--- config.mk ---
export PLATFORM = sky130hd
export DESIGN_NAME = fifo_word_unpacker_flat
export DESIGN_NICKNAME = d
export VERILOG_FILES = /design/src/rtl/fifo_word_unpacker_pkg.sv /design/src/rtl/fifo_word_unpacker_if.sv /design/src/rtl/fifo_word_unpacker.sv /design/src/flat_wrapper.sv
export SDC_FILE = /design/constraint.sdc
export NUM_CORES = 1
export LEC_CHECK = 0
export ABC_AREA = 1
export CAP_MARGIN = 20
export CORE_ASPECT_RATIO = 0.75
export CORE_UTILIZATION = 52
export CTS_CLUSTER_DIAMETER = 120
export DETAILED_ROUTE_END_ITERATION = 16
export PLACE_DENSITY = 0.85
export RECOVER_POWER = 25
export SKIP_CTS_REPAIR_TIMING = 1
export SLEW_MARGIN = 15
export SYNTH_ARGS = -nofsm -noshare
export SYNTH_HDL_FRONTEND = slang
export SYNTH_SLANG_ARGS = --single-unit
--- constraint.sdc ---
create_clock -name CLK_RD -period 2.4 [get_ports CLK_RD]
set_input_delay 0.48 -clock CLK_RD [delete_from_list [all_inputs] [get_ports CLK_RD]]
set_output_delay 0.48 -clock CLK_RD [all_outputs]
set_load 0.01 [all_outputs]
--- src/rtl/fifo_word_unpacker_pkg.sv ---
// Purpose : shared types and helpers for the FIFO word unpacker (state enum,
//           lane-count helpers, lane slicing function).
// Latency : n/a (package only).
// Backpressure: n/a (package only).
package fifo_unpack_pkg;

  typedef enum logic [1:0] {
    IDLE = 2'd0,
    WAIT = 2'd1,
    EMIT = 2'd2
  } state_t;

  // Widest word the slicing helper accepts; callers zero-extend into it.
  localparam int MAX_W = 512;

  // Default geometry: 32-bit words split into 8-bit beats.
  localparam int DEF_LANES = 32 / 8;

  function automatic int lanes_of(input int data_w, input int out_w);
    return data_w / out_w;
  endfunction

  // Lane index width, never below 1 so a single-lane build still has a counter.
  function automatic int lane_w_of(input int lanes);
    return (lanes > 1) ? $clog2(lanes) : 1;
  endfunction

  // Returns the word shifted so the requested lane sits in the low bits.
  // With msb_first the lane order is mirrored (lane 0 = top slice).
  function automatic logic [MAX_W-1:0] lane_slice(input logic [MAX_W-1:0] word,
                                                  input int              lane,
                                                  input int              lanes,
                                                  input int              out_w,
                                                  input bit              msb_first);
    int idx;
    idx = msb_first ? (lanes - 1 - lane) : lane;
    return word >> (idx * out_w);
  endfunction

endpackage

--- src/rtl/fifo_word_unpacker_if.sv ---
// Purpose : bundles the FIFO read port and the beat output stream of the unpacker.
// Latency : n/a (wiring only).
// Backpressure: n/a (wiring only).
// Ports   : fifo_empty/fifo_rd_rdy/fifo_rd_en/fifo_dout (FIFO read side),
//           m_valid/m_ready/m_data/m_last (beat stream).
//           master = unpacker view, slave = FIFO + downstream view.
interface fifo_word_unpacker_if #(
  parameter int DATA_W = 32,
  parameter int OUT_W  = 8
);
  logic              fifo_empty;
  logic              fifo_rd_rdy;
  logic              fifo_rd_en;
  logic [DATA_W-1:0] fifo_dout;
  logic              m_valid;
  logic              m_ready;
  logic [OUT_W-1:0]  m_data;
  logic              m_last;

  modport master (
    input  fifo_empty, fifo_rd_rdy, fifo_dout, m_ready,
    output fifo_rd_en, m_valid, m_data, m_last
  );

  modport slave (
    output fifo_empty, fifo_rd_rdy, fifo_dout, m_ready,
    input  fifo_rd_en, m_valid, m_data, m_last
  );
endinterface

--- src/rtl/fifo_word_unpacker.sv ---
// Purpose : pops DATA_W words from the async FIFO read port and emits them as
//           OUT_W beats (m_last on the final beat); optional stats counters
//           behind FIFO_UNPACKER_STATS_EN (word_cnt, beat_cnt).
// Latency : first beat 2 cycles after the pop edge; LANES+2 cycles per word minimum.
// Backpressure: m_ready low holds the current beat; no new pop until the last
//           beat of the word in flight is accepted.
// Ports   : CLK_RD, reset_n (sync, active-low), bus (fifo_word_unpacker_if.master),
//           busy (not IDLE), [word_cnt, beat_cnt when FIFO_UNPACKER_STATS_EN].
module fifo_word_unpacker
  import fifo_unpack_pkg::*;
#(
  parameter int DATA_W    = 32,  // integer multiple of OUT_W
  parameter int OUT_W     = 8,
  parameter int MSB_FIRST = 0
) (
  input  logic                   CLK_RD,
  input  logic                   reset_n,
  fifo_word_unpacker_if.master   bus,
  output logic                   busy
`ifdef FIFO_UNPACKER_STATS_EN
  ,
  output logic [15:0]            word_cnt,
  output logic [15:0]            beat_cnt
`endif
);

  localparam int LANES = lanes_of(DATA_W, OUT_W);
  localparam int LW    = lane_w_of(LANES);
  localparam logic [LW-1:0] LAST_LANE = LW'(LANES - 1);

  state_t            state_q, state_d;
  logic [DATA_W-1:0] hold_q;
  logic [LW-1:0]     lane_q;

  logic              rd_en;
  logic              valid;
  logic              last;
  logic              accept;
  logic [MAX_W-1:0]  slice_full;
  logic              unused_slice;

  assign valid  = (state_q == EMIT);
  assign last   = valid && (lane_q == LAST_LANE);
  assign accept = valid && bus.m_ready;

  assign slice_full   = lane_slice(MAX_W'(hold_q), int'(lane_q), LANES, OUT_W, MSB_FIRST != 0);
  assign unused_slice = ^slice_full[MAX_W-1:OUT_W];

  always_comb begin
    state_d = state_q;
    rd_en   = 1'b0;
    case (state_q)
      IDLE: begin
        // Gated by reset_n so no pop is issued while reset is being applied.
        rd_en = reset_n && !bus.fifo_empty;
        if (rd_en && bus.fifo_rd_rdy) state_d = WAIT;
      end
      WAIT: state_d = EMIT;
      EMIT: if (accept && last) state_d = IDLE;
      default: state_d = IDLE;
    endcase
  end

  always_ff @(posedge CLK_RD) begin
    if (!reset_n) begin
      state_q <= IDLE;
      hold_q  <= '0;
      lane_q  <= '0;
    end else begin
      state_q <= state_d;
      if (state_q == WAIT) begin
        // FIFO read data is valid the cycle after the pop.
        hold_q <= bus.fifo_dout;
        lane_q <= '0;
      end else if (accept && !last) begin
        lane_q <= lane_q + LW'(1);
      end
    end
  end

  assign bus.fifo_rd_en = rd_en;
  assign bus.m_valid    = valid;
  assign bus.m_last     = last;
  assign bus.m_data     = valid ? slice_full[OUT_W-1:0] : '0;
  assign busy           = (state_q != IDLE);

`ifdef FIFO_UNPACKER_STATS_EN
  always_ff @(posedge CLK_RD) begin
    if (!reset_n) begin
      word_cnt <= '0;
      beat_cnt <= '0;
    end else if (accept) begin
      beat_cnt <= beat_cnt + 16'd1;
      if (last) word_cnt <= word_cnt + 16'd1;
    end
  end
`endif

endmodule
--- src/flat_wrapper.sv ---
// flat-port wrapper written by rule: the top's interface ports become plain ports
module fifo_word_unpacker_flat import fifo_unpack_pkg::*;
#(
  parameter int DATA_W    = 32,                              
  parameter int OUT_W     = 8,
  parameter int MSB_FIRST = 0
)
  (CLK_RD, reset_n, busy, bus_fifo_empty, bus_fifo_rd_rdy, bus_fifo_dout, bus_m_ready, bus_fifo_rd_en, bus_m_valid, bus_m_data, bus_m_last);
  fifo_word_unpacker_if #(.DATA_W(DATA_W), .OUT_W(OUT_W)) bus_i ();
  input  logic CLK_RD;
  input  logic reset_n;
  output logic busy;
  input wire logic [$bits(bus_i.fifo_empty)-1:0] bus_fifo_empty;
  input wire logic [$bits(bus_i.fifo_rd_rdy)-1:0] bus_fifo_rd_rdy;
  input wire logic [$bits(bus_i.fifo_dout)-1:0] bus_fifo_dout;
  input wire logic [$bits(bus_i.m_ready)-1:0] bus_m_ready;
  output wire logic [$bits(bus_i.fifo_rd_en)-1:0] bus_fifo_rd_en;
  output wire logic [$bits(bus_i.m_valid)-1:0] bus_m_valid;
  output wire logic [$bits(bus_i.m_data)-1:0] bus_m_data;
  output wire logic [$bits(bus_i.m_last)-1:0] bus_m_last;
  assign bus_i.fifo_empty = bus_fifo_empty;
  assign bus_i.fifo_rd_rdy = bus_fifo_rd_rdy;
  assign bus_i.fifo_dout = bus_fifo_dout;
  assign bus_i.m_ready = bus_m_ready;
  assign bus_fifo_rd_en = bus_i.fifo_rd_en;
  assign bus_m_valid = bus_i.m_valid;
  assign bus_m_data = bus_i.m_data;
  assign bus_m_last = bus_i.m_last;
  fifo_word_unpacker #(.DATA_W(DATA_W), .OUT_W(OUT_W), .MSB_FIRST(MSB_FIRST)) u_core (.CLK_RD(CLK_RD), .reset_n(reset_n), .bus(bus_i), .busy(busy));
endmodule
==> key figures <==
Status
  • Status: finished clean

Run
  • Max-Cap Viols: 0

Synthesis
  • FF+latch count, synth: 36
  • Count leader, synth: inv_1
  • Sequential area share after synthesis: 0.388
  • Main combinational cell family by area after synthesis: compound AO/OA/AOI/OAI gates
  • Post-synth cell types: 20
  • Synth warn: 0
  • Synth cell count leaders: 37 x inv_1, 36 x dfxtp_1, 36 x nand2_1
  • XOR/XNOR Fraction of Synth Area: 0
  • Mapped Cells: 231
  • Area share of the largest cell type after synthesis: 0.388
  • Synth Area in Adders: 0.00674
  • Avg Synthesized Cell Area: 8.03 µm²
  • Post-synth EDFFs: 0
  • Synth Area in Compound Gates: 0.299
  • Syn Std Cell Area: 1860 µm²
  • Post-synthesis net count: 269
  • Ys async rst share: 0
  • Synth Area in Simple Gates: 0.154
  • Post-synthesis mux area share: 0
  • Area contributors post-synth: dfxtp_1 39%, a21oi_2 13%, o21ai_2 9.4%
  • Post-synth top area cell: dfxtp_1
  • Post-synth top flop: dfxtp_1

STA
  • Tmin final: 2.27 ns
  • TNS Setup: 0 ns
  • Final hold violation count: 0
  • Final period utilization: 0.947
  • Final setup vio count: 0
  • Fmax: 440 MHz
  • Rel. slew slack: 0.514
  • Clk_skew: 0.00508 ns
  • RSZ-0062 raised after global routing: false
  • Least-Margin Pin Slew: 0.729 ns
  • Max Slew Vio Count: 0

Floorplanning
  • Die area: 3810 µm²
  • Core box area: 3360 µm²
  • IO Count: 49
  • Die height: 53.7 µm
  • Die Wd: 71.0 µm
  • Initial Util: 0.553
  • Placement row count: 18

Detailed routing
  • Drt pass-1 iters: 6
  • Vias: 1586
  • Post-route antenna net violation count: 0
  • Drt initial violations: 91
  • WL final: 3.79 mm
  • Via/cell ratio: 4.99
  • DR WL/cell: 11.9 µm
  • Remaining DRCs: 0

Clocking
  • Root buffer cell: clkbuf_8
  • Clock Sinks: 36
  • TritonCTS clock tree: done
  • Max clock buf depth: 2
  • H-Tree Depth: 2
  • Clock Latency Late Sink: 0.28 ns
  • Clock transition at path regs: 0.06 ns
  • Total CTS buffers: 5

Hold path
  • Min-Delay Startpoint: u_core.hold_q[3]
  • Hold Path Class: flip-flop to flip-flop
  • Hold depth: 2
  • Hold Crit Endpoint: u_core.hold_q[3]

Setup path
  • Crit path from: u_core.lane_q[1]
  • Crit. End Element: primary output
  • WP data arrival: 1.79 ns
  • Setup CP Type: flip-flop to primary output
  • Worst Path Required: 1.92 ns
  • CP startpoint kind: flip-flop
  • R2R depth: 5
  • RR Endpoint: u_core.hold_q[28]
  • Reg-to-Reg Start: u_core.state_q[1]
  • Worst R2R Setup Slack: 1.05 ns
  • Worst Path Max Fanout: 11

Global route
  • GRT Overall Usage: 0.220
  • First-pass GRT wire length: 6.21 mm
  • Total gr overflow: 0
  • Largest net degree at the start of global routing: 33
  • Vias in the first global route: 1454
  • Initial antenna violation count: 0

Pwr
  • Worst vdd ir: 0.000407 V
  • Leakage: 0.879 nW
  • Cell Pwr Density: 545 nW/µm²

Layout
  • Final #Nets: 315
  • Util after Layout: 0.701
  • ANT cells: 0
  • Fillers: 297
  • Synthesis-to-layout area growth: 26.7%
  • Share of cells above drive strength 1: 0.209

Placed design
  • Final GP Congestion: 0.758
  • Final HPWL DP: 2.69 mm
  • Port Buffers: 48
## flip-flops by register name (all words and copies together) (netlist names)
register        flops
u_core.hold_q      32
u_core.state_q      2
u_core.lane_q       2
## cells in the final DEF, fill, tap and decap left out, types with 3 or more instances in the layout
cell,instances
inv_1,36
nand3_1,17
a21oi_1,14
inv_2,3
o21ai_0,19
o21ai_2,13
nand2_1,36
clkbuf_8,6
clkdlybuf4s50_1,48
buf_4,4
nor2_1,8
a21oi_2,28
dfxtp_1,36
## worst max path at each step
stage / to / slack (ns) / depth (start not counted)
3_5_place_dp: bus_fifo_rd_en / 0.16 / 4
6_report: bus_m_last / 0.13 / 4
3_3_place_gp: bus_fifo_rd_en / 0.17 / 4
4_1_cts: bus_m_data[2] / 0.03 / 4
2_1_floorplan: bus_m_data[5] / 0.92 / 6
5_1_grt: bus_m_last / 0.02 / 4
## where the power goes
part	switching [mW]	total (mW)	leakage, nW	internal [mW]
Sequential	0.0104	0.639	0.294	0.629
Combinational	0.109	0.216	0.540	0.107
Clock	0.192	0.426	0.0455	0.234
Total	0.311	1.28	0.879	0.970
## metrics by stage
step	instances	worst slack, ns	hold slack, ns	instance area, µm²	power, mW
2_1_floorplan	231	0.925	0.429	1860	0.790
3_3_place_gp	310	0.168	0.442	2290	0.870
3_5_place_dp	310	0.158	0.445	2290	0.875
4_1_cts	318	0.0342	0.455	2380	1.30
5_1_grt	318	0.0237	0.477	2350	1.34
6_report	318	0.128	0.451	2350	1.28
## logic make-up (layout without fill, tap and decap cells)
kind of cell | count (synthesis) | count (layout)
compound gates | 75 | 75
fa+ha+maj | 1 | 1
buf+inv | 53 | 100
flops | 36 | 36
simple gates | 66 | 66
## critical path: stages (launching register included)
cell and delay, ns:
dfxtp_1 0.56, ha_1 0.25, inv_1 0.07, nor2_1 0.10
clkdlybuf4s50_1 0.54
## routing by layer
layer	vias to the layer above	track usage	wire, µm	share of wire
li1	832	-	-	-
met1	709	0.266	1850	0.49
met2	41	0.364	1690	0.45
met3	4	0.0843	204	0.054
met4	0	0.0833	38	0.010
met5	-	0	0	0
## area by class of cell
cell class | count | area, µm² | area share
Clock buffer | 8 | 90.1 | 0.0383
Inverter | 39 | 146 | 0.0623
Multi-Input combinational cell | 142 | 828 | 0.352
Sequential cell | 36 | 721 | 0.307
Tap cell | 40 | 50.0 | 0.0213
Timing Repair Buffer | 53 | 515 | 0.219
No activity file was read; power rests on OpenSTA's default activity.
